--- config.mk ---
export PLATFORM = sky130hd
export DESIGN_NAME = hazard_controller
export DESIGN_NICKNAME = d
export VERILOG_FILES = /design/src/rtl/hazard_controller.sv
export SDC_FILE = /design/constraint.sdc
export NUM_CORES = 1
export LEC_CHECK = 0
export ABC_CLOCK_PERIOD_IN_PS = 2400
export CAP_MARGIN = 10
export CORE_UTILIZATION = 40
export CTS_CLUSTER_SIZE = 28
export DETAILED_ROUTE_END_ITERATION = 7
export MAX_ROUTING_LAYER = met4
export PLACE_DENSITY = 0.72
export SYNTH_ARGS = -nofsm -noshare
export SYNTH_HDL_FRONTEND = slang
export SYNTH_SLANG_ARGS = --single-unit
--- constraint.sdc ---
create_clock -name i_clk -period 2.4 [get_ports i_clk]
set_input_delay 0.24 -clock i_clk [delete_from_list [all_inputs] [get_ports i_clk]]
set_output_delay 0.24 -clock i_clk [all_outputs]
set_load 0.02 [all_outputs]
--- src/rtl/hazard_controller.sv ---
// Pipeline hazard controller for the 5-stage core: load-use stalls, branch flushes,
// data-memory wait states and EX-stage operand forwarding selects.
module hazard_controller #(
    parameter int LOAD_STALL_CYCLES = 1,
    parameter int COUNT_WIDTH       = 16
) (
    input  logic                   i_clk,
    input  logic                   i_reset,
    input  logic [3:0]             i_id_rn,
    input  logic [3:0]             i_id_rm,
    input  logic                   i_id_use_rn,
    input  logic                   i_id_use_rm,
    input  logic                   i_id_branch_taken,
    input  logic [3:0]             i_ex_rd,
    input  logic                   i_ex_reg_write,
    input  logic                   i_ex_mem_to_reg,
    input  logic [3:0]             i_ex_rn,
    input  logic [3:0]             i_ex_rm,
    input  logic [3:0]             i_mem_rd,
    input  logic [3:0]             i_wb_rd,
    input  logic                   i_mem_reg_write,
    input  logic                   i_wb_reg_write,
    input  logic                   i_mem_busy,
    output logic                   o_pc_enable,
    output logic                   o_if_id_enable,
    output logic                   o_if_id_flush,
    output logic                   o_cu_mux_select,
    output logic                   o_pipe_hold,
    output logic [1:0]             o_fwd_a,
    output logic [1:0]             o_fwd_b,
    output logic [COUNT_WIDTH-1:0] o_stall_count,
    output logic [COUNT_WIDTH-1:0] o_flush_count
);

    typedef enum logic {
        RUN      = 1'b0,
        LD_STALL = 1'b1
    } state_t;

    localparam bit       MULTI_STALL = (LOAD_STALL_CYCLES > 1);
    localparam logic [1:0] LD_INIT   = 2'(LOAD_STALL_CYCLES - 1);

    state_t                 r_state;
    logic [1:0]             r_ld_cnt;
    logic [COUNT_WIDTH-1:0] r_stall_count;
    logic [COUNT_WIDTH-1:0] r_flush_count;

    logic w_load_use;
    logic w_stall;

    // r15 is the PC, never a forwarded or interlocked register
    assign w_load_use = i_ex_reg_write && i_ex_mem_to_reg && (i_ex_rd != 4'd15) &&
                        ((i_id_use_rn && (i_id_rn == i_ex_rd)) ||
                         (i_id_use_rm && (i_id_rm == i_ex_rd)));

    assign w_stall = (r_state == LD_STALL) || w_load_use;

    always_comb begin
        o_pc_enable     = 1'b1;
        o_if_id_enable  = 1'b1;
        o_if_id_flush   = 1'b0;
        o_cu_mux_select = 1'b0;
        o_pipe_hold     = 1'b0;
        if (!i_reset) begin
            o_pc_enable     = 1'b0;
            o_if_id_enable  = 1'b0;
            o_cu_mux_select = 1'b1;
        end else if (i_mem_busy) begin
            o_pc_enable     = 1'b0;
            o_if_id_enable  = 1'b0;
            o_pipe_hold     = 1'b1;
        end else if (w_stall) begin
            o_pc_enable     = 1'b0;
            o_if_id_enable  = 1'b0;
            o_cu_mux_select = 1'b1;
        end else if (i_id_branch_taken) begin
            o_if_id_flush   = 1'b1;
        end
    end

    function automatic logic [1:0] fwd_sel(
        input logic [3:0] src,
        input logic       mem_w,
        input logic [3:0] mem_rd,
        input logic       wb_w,
        input logic [3:0] wb_rd
    );
        if (mem_w && (mem_rd == src) && (mem_rd != 4'd15))
            return 2'b10;
        else if (wb_w && (wb_rd == src) && (wb_rd != 4'd15))
            return 2'b01;
        else
            return 2'b00;
    endfunction

    always_comb begin
        o_fwd_a = 2'b00;
        o_fwd_b = 2'b00;
        if (i_reset) begin
            o_fwd_a = fwd_sel(i_ex_rn, i_mem_reg_write, i_mem_rd, i_wb_reg_write, i_wb_rd);
            o_fwd_b = fwd_sel(i_ex_rm, i_mem_reg_write, i_mem_rd, i_wb_reg_write, i_wb_rd);
        end
    end

    always_ff @(posedge i_clk or negedge i_reset) begin
        if (!i_reset) begin
            r_state       <= RUN;
            r_ld_cnt      <= 2'd0;
            r_stall_count <= '0;
            r_flush_count <= '0;
        end else if (!i_mem_busy) begin
            if (w_stall) begin
                if (r_stall_count != '1)
                    r_stall_count <= r_stall_count + 1'b1;
                if (r_state == LD_STALL) begin
                    r_ld_cnt <= r_ld_cnt - 2'd1;
                    if (r_ld_cnt == 2'd1)
                        r_state <= RUN;
                end else if (MULTI_STALL) begin
                    r_state  <= LD_STALL;
                    r_ld_cnt <= LD_INIT;
                end
            end else if (i_id_branch_taken) begin
                if (r_flush_count != '1)
                    r_flush_count <= r_flush_count + 1'b1;
            end
        end
    end

    assign o_stall_count = r_stall_count;
    assign o_flush_count = r_flush_count;

endmodule

* Word-level counts from Yosys, hierarchy flattened
Index checks and enable logic that the tools add are counted.
** Storage, ports and cells
- Bits in registers :: 35
- Input bits :: 38
- Logic and storage cells :: 60
** Operators by class
- Add/subtract/negate cells :: 3
- Equality and inequality tests :: 12
- Muxes and demuxes :: 20
- Bitwise operators :: 2
- Reductions and logical operators :: 19
** Operators with widths (count)
- 16-bit by 1-bit adder with 16-bit output (second input constant) :: 2
- 16-bit != test (second input constant) :: 2
- 4-bit equality test :: 6
- 1-bit 2-to-1 mux :: 16
- 1-bit logical AND :: 13
- 4-bit != test (second input constant) :: 3
- 2-bit 2-to-1 mux :: 4
- 3-bit AND reduction :: 2
- 4-bit AND reduction :: 1
- 2-bit by 1-bit equality test with 1-bit output (second input constant) :: 1
- 1-bit logical OR :: 2
- 1-bit NOT :: 2
- 2-bit AND reduction :: 1
- 2-bit by 1-bit subtractor with 2-bit output (second input constant) :: 1

* Depth between registers and ports, before layout
Gate-level depths: netlist of run 1.
- Depth in word-level cells :: 8
- Gate-level depth with buffers :: 8

* Worst setup path before layout of run 1
OpenSTA, ideal clock, no wires.
- Path type :: register to register
- Start point :: reg r_stall_count[2], in the netlist o_stall_count[2]
- End point :: reg r_stall_count[10], in the netlist o_stall_count[10]
- Arrival :: 1.757 ns
- Required time :: 2.272 ns
- Path slack :: 0.516 ns
- Cell stages (with the launch flop) :: 7
- Path through :: dfrtp_1 > and3_1 > nand2_1 > or2_1 > buf_6 > nor4b_2 > mux2_1
** Between the ends
- Cells in the longest elaborated chain, start to end :: 2
- Elaborated cells on any way between the ends :: 3
** RTL lines
- start: declaration :: RTL line 45 : logic [COUNT_WIDTH-1:0] r_stall_count;
- start signal: assignment :: RTL line 114 : r_stall_count <= r_stall_count + 1'b1;
- parallel branches: the longest is 2 deep, another holds 16-bit by 1-bit adder with 16-bit output
Parallel ways; which one is timed is not known.
A chain may end at the register's enable or synchronous reset.

* Worst setup path after layout of run 1
- Start point :: in i_ex_rd[3]
- End point :: out o_cu_mux_select
** Between the ends
- Cells in the longest elaborated chain, start to end :: 8
- Elaborated cells on any way between the ends :: 12
** RTL lines
- start: declaration :: RTL line 14 : input logic [3:0] i_ex_rd,
- 4-bit equality test, on equally long branches :: RTL line 53, 54
- 1-bit logical AND, on equally long branches :: RTL line 53, 54
- 1-bit logical OR :: RTL line 53 : ((i_id_use_rn && (i_id_rn == i_ex_rd)) ||
- 1-bit logical AND * :: RTL line 52 : assign w_load_use = i_ex_reg_write && i_ex_mem_to_reg && (i_ex_rd != 4'd15) &&
- 1-bit logical OR * :: RTL line 56 : assign w_stall = (r_state == LD_STALL) || w_load_use;
- 1-bit 2-to-1 mux * :: RTL line 72 : end else if (w_stall) begin
- 1-bit 2-to-1 mux * :: RTL line 68 : end else if (i_mem_busy) begin
- 1-bit 2-to-1 mux * :: RTL line 64 : if (!i_reset) begin
- end: declaration :: RTL line 27 : output logic o_cu_mux_select,
Every way passes the cells marked *; elsewhere a longest branch is shown, timed or not.

==> results.rst, run 1 <==
.. list-table::
   :header-rows: 1

   * - Metric
     - Value
   * - Number of instances in the synthesized netlist
     - approximately 220
   * - Height of the die
     - between 70 and 80 µm
   * - Remaining global-route overflow
     - 0
   * - Leakage power
     - between 0.001 and 0.0015 µW
   * - Yosys Warn Count
     - 0
   * - Number of diodes added for antenna fixing
     - 0
   * - Clock transition at the registers of the reported paths
     - around 0.070 ns
   * - Share of synthesized area occupied by flip-flops and latches
     - roughly two fifths
   * - Fraction of layout instances using a drive strength above 1
     - 13.5%
   * - Clock root buffer
     - sky130_fd_sc_hd__clkbuf_8
   * - Count of standard-cell rows
     - 27
   * - First-pass GRT wire length
     - around 8.5 mm
   * - Placeable Area
     - 5510 µm²
   * - Type of the worst setup path
     - in2out
   * - End-of-flow core utilization
     - a little under 60%
   * - Setup slack of the most critical reg-to-reg path
     - ~0.46 ns
   * - Final setup viols
     - 0
   * - Largest fanout on the critical path
     - 5
   * - Sink Count
     - 35
   * - Number of cells in the design after placement
     - about 370
   * - Minimum hold slack
     - 0.0162 ns
   * - Routed via count divided by cell count
     - around 5.0
   * - Ratio of final minimum period to clock period
     - approximately nine tenths
   * - Max Cap Viol
     - 0
   * - Post-route minimum period
     - 2.20 ns
   * - Cell area power density
     - 494 nW/µm²
   * - Post-Route WL
     - roughly 5.2 mm
   * - Arrival time worst endpoint
     - slightly below 2 ns
   * - First DRT Iteration DRCs
     - 71
   * - Synth async-reset ratio
     - 100%
   * - Kind of path behind the tightest hold check
     - in2async
   * - H-Tree Depth
     - 2
   * - Post-synth top area cell
     - sky130_fd_sc_hd__dfrtp_1
   * - Half-perimeter wire length after detailed placement
     - 4.05 mm
   * - Distinct cell type count of the synthesized netlist
     - 31
   * - Max-slew violation count
     - 0
   * - Crit path required time
     - roughly 2.2 ns
   * - Non-filler cells in the finished layout
     - ~380
   * - Filler instances
     - approximately 470
   * - RSZ-0062 raised after global routing
     - false
   * - Overall routing resource usage
     - a little under a fifth
   * - Vias in the first global route
     - roughly 1800
   * - Total via count after detailed routing
     - just under 2000
   * - Post-DR wirelength/cell
     - 13.6 µm
   * - Final setup TNS
     - 0 ns
   * - Initial antenna violation count
     - 0
   * - Leading register cell type out of synthesis
     - sky130_fd_sc_hd__dfrtp_1
   * - Area of the die
     - around 6000 µm²
   * - Depth of the worst register-to-register path
     - 5
   * - Cell Area, Synth
     - 2290 µm²
   * - Top-level I/O count
     - 79
   * - Number of nets in the layout
     - 351
   * - Category of the worst setup path launch point
     - input port
   * - Slew at the pin closest to its max-slew limit
     - between 0.5 and 0.6 ns
   * - Clock insertion delay at the later pin of the skew report
     - ~0.28 ns
   * - Top post-synthesis cells by count
     - sky130_fd_sc_hd__xnor2_1 (39), sky130_fd_sc_hd__dfrtp_1 (35), sky130_fd_sc_hd__nand4_1 (22)
   * - Initial core utilization
     - 41.5%
   * - Average cell area after synthesis
     - 10.3 µm²
   * - Synth area leaders
     - sky130_fd_sc_hd__dfrtp_1 (38%), sky130_fd_sc_hd__xnor2_1 (15%), sky130_fd_sc_hd__nor4_2 (6.6%), sky130_fd_sc_hd__nand4_1 (6.0%), sky130_fd_sc_hd__xor2_1 (5.4%)
   * - Routed Antenna Nets
     - 0
   * - Weighted congestion reported at the end of routability-driven placement
     - about 0.81
   * - Die X-Extent
     - 77.6 µm
   * - DRC violation count after routing
     - 0
   * - VDD IR max
     - between 0.0006 and 0.0007 V
   * - Maximum buffer depth of the clock tree
     - 2
   * - Pin count of the biggest net entering global routing
     - 17
   * - Yosys top cell area share
     - between 30% and 40%
   * - CP endpoint kind
     - primary output
   * - Final number of hold-violating endpoints
     - 0
   * - First-pass iteration count of the detailed router
     - 4
   * - Top-count cell post-synth
     - sky130_fd_sc_hd__xnor2_1
   * - Count of buffers inserted at the top-level ports
     - 78
   * - Maximum clock frequency
     - 454 MHz
   * - Clock tree from TritonCTS
     - done
   * - Inserted Clock Buffers
     - 5
   * - Area growth from synthesis to layout
     - 42.4%
   * - Max transition margin
     - 62.6%
   * - Number of synthesized flops with an enable pin
     - 0
   * - Number of nets in the synthesized netlist
     - approximately 260
   * - Setup skew after layout
     - between 0.007 and 0.008 ns
   * - Register bit count reported by yosys
     - 35
   * - Outcome
     - finished, final reports clean
[area by class of cell]
class	instances	area, µm²	area share (%)
multi-input cells	175	1340	41.0
repair buffers	90	863	26.5
inverters	3	11.3	0.346
well taps	72	90.1	2.77
flip-flops and latches	35	876	26.9
clock buffers	7	76.3	2.34
clock inverters	1	5.00	0.154
[path summary, 6_finish.rpt]
kind                                  start                end
setup reg to reg           o_stall_count[2]  o_stall_count[14]
min in group i_clk              r_ld_cnt[0]        r_ld_cnt[0]
hold / removal                      i_reset   o_stall_count[1]
setup / recovery                 i_ex_rd[3]    o_cu_mux_select
hold reg to reg                 r_ld_cnt[0]        r_ld_cnt[0]
max in group asynchronous           i_reset        r_ld_cnt[1]
[power by group]
part | internal [µW] | switching, µW
clock network | 204 | 199
logic | 253 | 216
registers | 647 | 87.8
total | 1100 | 504
[layout by cell type, fill, tap and decap left out, drive strengths merged]
master and n:
or2 1, xor2 14, inv 3, nand2b 1, and2 5, clkinv 1
nor3 11, o21ai 2, nor4 12, nand2 17, buf 12, dlygate4sd3 1
nor2 9, nand4 25, a21boi 1, clkbuf 7, nand3 16, dfrtp 35
xnor2 39, dlygate4sd2 4, clkdlybuf4s50 73, nor2b 2, nor4b 1, mux2 5
o31ai 1, and3 10, ha 3
[kinds of logic after synthesis]
kind of cell / count (synthesis) / share of synthesized area [%]
adders and majority gates: 3 / 1.64
and+or+nand+nor: 110 / 32.1
xor gates and xnor gates: 53 / 20.3
AOI/OAI and AO/OA: 4 / 1.70
muxes: 5 / 2.63
buffers and inverters: 12 / 3.34
DFF: 35 / 38.3
[critical path, stage by stage]
cell and delay, ns:
sky130_fd_sc_hd__clkdlybuf4s50_1 0.46, sky130_fd_sc_hd__buf_4 0.16, sky130_fd_sc_hd__xnor2_1 0.14, sky130_fd_sc_hd__nand3_1 0.11
sky130_fd_sc_hd__nor3_2 0.23, sky130_fd_sc_hd__nor3_4 0.07, sky130_fd_sc_hd__o21ai_0 0.19, sky130_fd_sc_hd__dlygate4sd2_1 0.36
[flip-flops by register name (all words and copies together) (netlist names)]
register and flops:
o_flush_count 16, o_stall_count 16, r_state 1, r_ld_cnt 2
[routing by layer]
metal	GRT usage, %	vias up	share of wire [%]
li1	-	965	-
met3	2.59	7	3.2
met4	5.66	0	1.2
met1	23.0	916	46
met2	30.6	39	50
met5	-	-	0
[through the flow]
stage,worst slack (ns),cell area [µm²],total power [µW]
floorplan,0.516,2290,956
global placement,-0.143,3170,1210
detailed placement,-0.145,3170,1220
CTS,0.151,3260,1620
global route,0.0870,3260,1690
finish,0.196,3260,1610
[timing repair]
| item | in CTS | in global routing |
|---|---|---|
| resized for setup | 4 | 0 |
| hold endpoints to repair | 11 | 0 |
| setup endpoints to repair | 4 | 0 |
| hold buffers | 1 | 0 |
| setup buffers | 0 | 0 |
Power figures use the tool's default switching activity.
==> run 2, diff against run 1 <==
Settings changed: GPL_TIMING_DRIVEN set to 0, SKIP_CTS_REPAIR_TIMING set to 1.
==> run 2 against run 1 <==
The run now ends with hold timing left. Non-clock buffer count grew 4. Core utilization grew 1.4 points. Sequential cell count stayed put. Cell count rose by 1.0%. Critical path type unchanged. First-iteration DRC count down 14%. Clock-buffer cell count decreased by 1. Die area stayed put. Sequential power is essentially flat. Fmax down 5.2%. Global-route usage increased by 0.52 points.
==> results.rst, run 2 (same netlist as run 1, synthesis figures left out) <==
.. list-table::
   :header-rows: 1

   * - Metric
     - Value
   * - Max Cap Viol
     - 0
   * - Internal power component
     - between 1000 and 1500 µW
   * - Area of the die
     - ~6000 µm²
   * - Routed Antenna Nets
     - 0
   * - Number of nets in the layout
     - about 360
   * - Fraction of layout instances using a drive strength above 1
     - around 16%
   * - Height of the die
     - around 78 µm
   * - Post-route minimum period
     - ~2.3 ns
   * - Cell area power density
     - ~530 nW/µm²
   * - Filler instances
     - around 500
   * - Final setup viols
     - 0
   * - Largest fanout on the critical path
     - 10
   * - Clock root buffer
     - sky130_fd_sc_hd__clkbuf_8
   * - End-of-flow core utilization
     - between 60% and 70%
   * - Buffer and inverter count on the worst path
     - 5
   * - Inserted Clock Buffers
     - 5
   * - Leakage power
     - roughly 0.0014 µW
   * - First-pass iteration count of the detailed router
     - 4
   * - Crit-path cells
     - clkdlybuf4s50_1 -> nand4_1 -> nand3_1 -> nor3_2 -> nor3_4 -> buf_6 -> buf_6 -> and3_1 -> buf_4 -> buf_4
   * - Outcome
     - finished, violations left
   * - Max transition margin
     - 64.8%
   * - First-pass GRT wire length
     - 8.83 mm
   * - Most frequent cells in the layout
     - sky130_fd_sc_hd__clkdlybuf4s50_1 (72), sky130_fd_sc_hd__xnor2_1 (39), sky130_fd_sc_hd__dfrtp_1 (35)
   * - Initial core utilization
     - between 40% and 50%
   * - Share of total power in combinational logic
     - between 20% and 30%
   * - Die X-Extent
     - 77.6 µm
   * - Kind of path behind the tightest hold check
     - in2async
   * - Slowest cell delay on critical path
     - approximately 0.54 ns
   * - Count of standard-cell rows
     - 27
   * - Half-perimeter wire length after detailed placement
     - ~4 mm
   * - Setup slack of the most critical reg-to-reg path
     - between 0.4 and 0.5 ns
   * - Clk pwr share
     - 31.2%
   * - Clock transition at the registers of the reported paths
     - 0.07 ns
   * - Remaining global-route overflow
     - 0
   * - Crit path required time
     - roughly 2.2 ns
   * - Clock tree from TritonCTS
     - done
   * - Arrival time worst endpoint
     - ~2.1 ns
   * - Leading cell type in the layout, fill and taps excluded
     - sky130_fd_sc_hd__clkdlybuf4s50_1
   * - DRC violation count after routing
     - 0
   * - Sink Count
     - 35
   * - Post-DR wirelength/cell
     - between 10 and 15 µm
   * - Category of cells accounting for the largest share of critical-path delay
     - buffers and inverters
   * - Total via count after detailed routing
     - 1983
   * - Ratio of final minimum period to clock period
     - 96.9%
   * - Vias in the first global route
     - 1893
   * - First DRT Iteration DRCs
     - ~60
   * - Weighted congestion reported at the end of routability-driven placement
     - 0.819
   * - Overall routing resource usage
     - a little under a fifth
   * - Top-level I/O count
     - ~80
   * - Post-Route WL
     - 5.37 mm
   * - Max-slew violation count
     - 0
   * - Final number of hold-violating endpoints
     - 11
   * - CP endpoint kind
     - primary output
   * - Sequential standard cell area
     - 876 µm²
   * - Share of power burned in registers
     - between 40% and 50%
   * - H-Tree Depth
     - 2
   * - Initial antenna violation count
     - 0
   * - Critical-path cell with the highest stage delay
     - sky130_fd_sc_hd__clkdlybuf4s50_1
   * - Type of the worst setup path
     - in2out
   * - Minimum hold slack
     - -0.00305 ns
   * - Count of buffers inserted at the top-level ports
     - 77
   * - Setup skew after layout
     - between 0.008 and 0.009 ns
   * - Slew at the pin closest to its max-slew limit
     - between 0.5 and 0.6 ns
   * - RSZ-0062 raised after global routing
     - true
   * - Final setup TNS
     - 0 ns
   * - Pre-CTS setup slack
     - -0.645 ns
   * - Maximum clock frequency
     - 430 MHz
   * - Violated checks
     - hold timing
   * - Worst Slack Setup Final
     - between 0.07 and 0.08 ns
   * - Clock insertion delay at the later pin of the skew report
     - 0.29 ns
   * - Area growth from synthesis to layout
     - 45.8%
   * - Number of diodes added for antenna fixing
     - 0
   * - Multi-input logic area
     - roughly 1300 µm²
   * - Pin count of the biggest net entering global routing
     - 43
   * - VDD IR max
     - between 0.0006 and 0.0007 V
   * - Switch share
     - about 30%
   * - Placeable Area
     - between 5000 and 6000 µm²
   * - Maximum buffer depth of the clock tree
     - 2
   * - Switching power
     - 520 µW
   * - Routed via count divided by cell count
     - a little over 5
   * - Category of the worst setup path launch point
     - input port
[run 2: worst paths after layout]
path / startpoint / end / depth (start not counted)
setup / recovery: i_ex_rd[2] / o_pc_enable / 10
hold / removal: i_reset / o_stall_count[15] / 2
setup reg to reg: o_flush_count[0] / o_flush_count[1] / 6
hold reg to reg: r_ld_cnt[0] / r_ld_cnt[0] / 1
max in group asynchronous: i_reset / o_flush_count[5] / 2
min in group i_clk: r_ld_cnt[0] / r_ld_cnt[0] / 1
[run 2: power by group through the flow]
| stage | sequential, µW | combinational [µW] | clock, µW |
|---|---|---|---|
| global route | 746 | 505 | 593 |
| detailed placement | 743 | 468 | 0 |
| finish | 736 | 472 | 549 |
| floorplan | 796 | 160 | 0 |
| global placement | 743 | 460 | 0 |
| CTS | 734 | 469 | 570 |
[run 2: routing by layer]
metal	up-vias	global-route usage (%)	share of wire [%]
met2	44	30.6	49
met5	-	-	0
met4	0	5.28	1.1
met1	957	23.8	46
li1	976	-	-
met3	6	3.88	4.1
[run 2: per-stage QoR]
step / std cells / instance area, µm² / power [µW]
floorplan: 222 / 2290 / 956
global placement: 371 / 3150 / 1200
detailed placement: 371 / 3140 / 1210
CTS: 379 / 3260 / 1770
global route: 387 / 3340 / 1840
finish: 387 / 3340 / 1760
[run 2: final cells by class]
cell class	count	share of cell area, %
repair buffers	85	25.2
multi-input cells	175	40.0
flip-flops and latches	35	26.3
inverters	3	0.338
clock inverters	2	1.05
plain buffers	9	1.95
clock buffers	6	2.48
well taps	72	2.70
==> RTL edit 1: new RTL, flow settings as in run 2 <==
Register the output `o_flush_count` once more, without a reset; this adds one clock of latency there. The other outputs are not delayed to match.
--- a/src/rtl/hazard_controller.sv
+++ b/src/rtl/hazard_controller.sv
@@ -128,7 +128,9 @@
     end
 
     assign o_stall_count = r_stall_count;
-    assign o_flush_count = r_flush_count;
+    always_ff @(posedge i_clk) begin
+        o_flush_count <= r_flush_count;
+    end
 
 endmodule
 
Formal check against the unedited RTL: not equivalent (Yosys sat finds a counterexample within 4 cycles, from zero or initial values and one cycle with i_reset low).
==> RTL edit 1 against run 2 <==
The flow still finishes with violations (hold timing); combinational power increased by 8.1%; sequential cell count increased by 16; first-iteration DRC count increased by 30%; clock power decreased by 4.7%; via count decreased by 2.7%; total power increased by 21%; sequential share of layout area increased by 8.2 points; final area increased by 4.0%; fmax increased by 2.6%; area after synthesis increased by 7.2%; worst setup slack improved by 0.060 ns; routed wire length decreased by 2.3%.
==> RTL edit 1: results (changes against run 2) <==
final wirelength: 5.241 mm (was 5.367 mm)
vias in the first global route: 1992 (was 1893)
drt via density: 4.959 (was 5.124)
async set or reset register ratio after synthesis: 0.6863 (was 1.000)
r2r worst-path depth: 8 (was 6)
DP HPWL: 3.955 mm (was 3.995 mm)
first-pass GRT wire length: 8.859 mm (was 8.832 mm)
sequential area share after synthesis: 0.4878 (was 0.3829)
synth unique cells: 32 (was 31)
reg2reg setup slack: 0.45 ns (was 0.47 ns)
Worst VDD drop: 0.5122 mV (was 0.6183 mV)
Reg-to-Reg End: r_flush_count[9] (was o_flush_count[1])
placed inst area: 3322 um^2 (was 3143 um^2)
most area-consuming cells after synthesis: dfrtp_1 (36%), dfxtp_1 (13%), xnor2_1 (12%), xor2_1 (7.5%), nand4_1 (4.6%) (was dfrtp_1 (38%), xnor2_1 (15%), nor4_2 (6.6%), nand4_1 (6.0%), xor2_1 (5.4%))
crit path DAT: 2.03 ns (was 2.09 ns)
Pleak: 1.486 nW (was 1.411 nW)
worst setup path endpoint: o_pc_enable (unchanged)
GR Util All Layers: 0.1833 (was 0.1886)
Syn Nets: 268 (was 263)
Final Skew: 0.009845 ns (was 0.008444 ns)
most frequent cells after synthesis: dfrtp_1 (35), xnor2_1 (33), xor2_1 (21), nand4_1 (18), nand3_1 (17) (was xnor2_1 (39), dfrtp_1 (35), nand4_1 (22), nand2_1 (17), nand3_1 (16))
Placer Congestion: 0.8458 (was 0.8190)
CP Launch Point: i_ex_rd[0] (was i_ex_rd[2])
final hold violation count: 7 (was 11)
DR iter-0 viols: 79 (was 61)
worst hold-check slack: -0.007347 ns (was -0.003054 ns)
worst r2r src: r_flush_count[0] (was o_flush_count[0])
port bufs: 78 (was 77)
largest fanout on the critical path: 10 (unchanged)
Worst-path clk slew: 0.10 ns (was 0.07 ns)
worst-skew pair later-pin latency: 0.31 ns (was 0.29 ns)
Total Nets Final: 354 (was 355)
layout cells sized above 1: 0.1115 (was 0.1587)
Worst-Margin Slew: 0.3561 ns (was 0.5264 ns)
status: finished with violations (unchanged)
failing checks: hold timing (unchanged)
[RTL edit 1: cell count changes after synthesis, sizes merged, moves of 2 or more]
cell    delta
nand4      -7
nor3       +7
and3       -3
and4       +4
o21ai      -2
xnor2      -6
buf        -2
xor2       +7
nand3b     +2
dfxtp     +16
nand2      -4
nor4      -12
[RTL edit 1: worst max-delay path, cell delays in order]
cell and delay (ns):
clkdlybuf4s50_1 0.47, xor2_1 0.19, nor3_1 0.22, nand4_1 0.18, nand3b_4 0.15, buf_4 0.18, nor3b_2 0.06, buf_4 0.13
dlymetal6s2s_1 0.20
[RTL edit 1: layout make-up]
| type | count | area [um^2] |
|---|---|---|
| inverters | 4 | 15.01 |
| flip-flops and latches | 51 | 1196 |
| plain buffers | 6 | 41.29 |
| clock inverters | 2 | 16.27 |
| well taps | 75 | 93.84 |
| fillers | 517 | 2451 |
| clock buffers | 6 | 82.58 |
| multi-input cells | 166 | 1216 |
| repair buffers | 79 | 808.3 |
[RTL edit 1: cell families (layout without fill, tap and decap cells)]
| group | Yosys count | in the layout | share of synthesized area |
|---|---|---|---|
| mux | 4 | 4 | 0.01837 |
| xor+xnor | 54 | 54 | 0.1929 |
| compound gates | 4 | 4 | 0.01429 |
| simple gates | 101 | 101 | 0.2495 |
| fa+ha+maj | 3 | 3 | 0.01531 |
| flops | 51 | 51 | 0.4878 |
| buf+inv | 10 | 97 | 0.02194 |
[RTL edit 1: how the worst min path moves through the flow]
stage / from / to / slack [ns] / cells after the start
6_report: i_reset / o_stall_count[4] / -0.007 / 2
2_1_floorplan: i_reset / o_stall_count[0] / -0.06 / 0
5_1_grt: i_reset / o_stall_count[12] / 0.007 / 2
3_5_place_dp: i_reset / o_stall_count[7] / 0.41 / 1
4_1_cts: i_reset / r_flush_count[3] / 0.07 / 1
3_3_place_gp: r_flush_count[14] / o_flush_count[14] / 0.40 / 0
[RTL edit 1: through the flow]
stage / cells / setup TNS, ns / setup slack [ns]
floorplan: 227 / 0 / 0.4852
global placement: 380 / -7.436 / -1.016
detailed placement: 380 / -0.9112 / -0.3263
CTS: 388 / -0.9749 / -0.3462
global route: 389 / -0.008168 / -0.008168
finish: 389 / 0 / 0.1345
[RTL edit 1: report_power, final]
part	internal, mW	total [mW]	switching, mW
clock network	0.236	0.523	0.288
registers	0.988	1.09	0.101
logic	0.276	0.510	0.234
total	1.50	2.12	0.623
[RTL edit 1: metal layers]
layer	GRT usage	wire length (um)	vias to the layer above
met3	0.03068	135	8
met5	-	0	-
met1	0.2234	2481	921
li1	-	-	965
met2	0.3103	2560	35
met4	0.05893	63	0
==> RTL edit 2: new RTL, settings of run 2 <==
Without the edit above. Set the parameter `COUNT_WIDTH` to 32 (it was 16).
--- a/src/rtl/hazard_controller.sv
+++ b/src/rtl/hazard_controller.sv
@@ -2,7 +2,7 @@
 // data-memory wait states and EX-stage operand forwarding selects.
 module hazard_controller #(
     parameter int LOAD_STALL_CYCLES = 1,
-    parameter int COUNT_WIDTH       = 16
+    parameter int COUNT_WIDTH       = 32
 ) (
     input  logic                   i_clk,
     input  logic                   i_reset,
Interface: changed (resized o_flush_count and o_stall_count); port bits go from 79 to 111. No check against the original RTL was run, so the function may have changed too.
==> RTL edit 2 against run 2 <==
The run still ends with hold timing left; worst setup slack better by 0.0026 ns; clock power grew 73%; routed wire length grew 84%; via count rose by 67%; total power rose by 54%; sequential cell count is 32 higher; register-to-register slack got worse by 0.30 ns; combinational power rose by 5.1%; final area increased by 62%; area after synthesis is 69% higher; critical path type unchanged.
==> RTL edit 2: results (changes against run 2) <==
status: finished with violations (unchanged)
failing checks: hold timing (unchanged)
post-synthesis instance total: 363 (was 222)
clkbuf count: 13 (was 6)
Seq pwr share: 0.465 (was 0.419)
sequential cell area share: 0.3095 (was 0.2626)
GR Util met3: 0.05292 (was 0.03882)
synth unique cells: 42 (was 31)
non-clock buffer total of the final layout: 128 (was 94)
Fill cells: 833 (was 497)
clock network fraction of design power: 0.351 (was 0.312)
Final Skew: 0.01100 ns (was 0.008444 ns)
clk tree area frac: 0.03580 (was 0.03526)
Synth Area in Adders: 0.009737 (was 0.01641)
Pleak: 2.305 nW (was 1.411 nW)
most frequent cells after synthesis: dfrtp_1 (67), xnor2_1 (62), nand3_1 (37), nand2_1 (26), nand4_1 (26) (was xnor2_1 (39), dfrtp_1 (35), nand4_1 (22), nand2_1 (17), nand3_1 (16))
Syn Nets: 404 (was 263)
Reg-to-Reg End: o_stall_count[1] (was o_flush_count[1])
Worst-Margin Slew: 0.6937 ns (was 0.5264 ns)
final hold violation count: 67 (was 11)
GR Util All Layers: 0.2098 (was 0.1886)
Placed Cells: 602 (was 371)
GR Layer Usage met2: 0.3230 (was 0.3062)
layout cells sized above 1: 0.1293 (was 0.1587)
largest net degree at the start of global routing: 74 (was 43)
worst r2r src: o_stall_count[18] (was o_flush_count[0])
met1 wire length: 4.351 mm (was 2.467 mm)
worst-skew pair later-pin latency: 0.34 ns (was 0.29 ns)
worst hold-check slack: -0.1257 ns (was -0.003054 ns)
Total Nets Final: 532 (was 355)
## RTL edit 2: changes by cell type in the layout (fill, tap and decap cells not counted), moves of 5 or more
cell / delta
dfrtp_1: +32
clkdlybuf4s50_1: +31
xnor2_1: +23
nand3_1: +20
xor2_1: +11
nand2_1: +9
or4_1: +7
and4_1: +6
clkbuf_8: +5
nor4_1: +5
## RTL edit 2: metrics by stage
stage          hold WS [ns]  setup slack (ns)    util  instance area (um^2)
5_1_grt            -0.06605          -0.01129  0.5834                  5416
3_5_place_dp         0.4188           -0.7666  0.5509                  5115
4_1_cts             0.04854           -0.7764  0.5718                  5309
6_report            -0.1257           0.07752  0.5834                  5416
3_3_place_gp         0.4663            -2.283  0.5512                  5117
2_1_floorplan      -0.05559            0.3349       -                  3855
## RTL edit 2: worst max-delay path, cell delays in order
cell             delay, ns
clkdlybuf4s50_1       0.54
xnor2_1               0.14
nand3_1               0.14
nor3_4                0.24
nor3_4                0.08
buf_6                 0.15
and3_1                0.20
and2_1                0.15
dlymetal6s2s_1        0.20
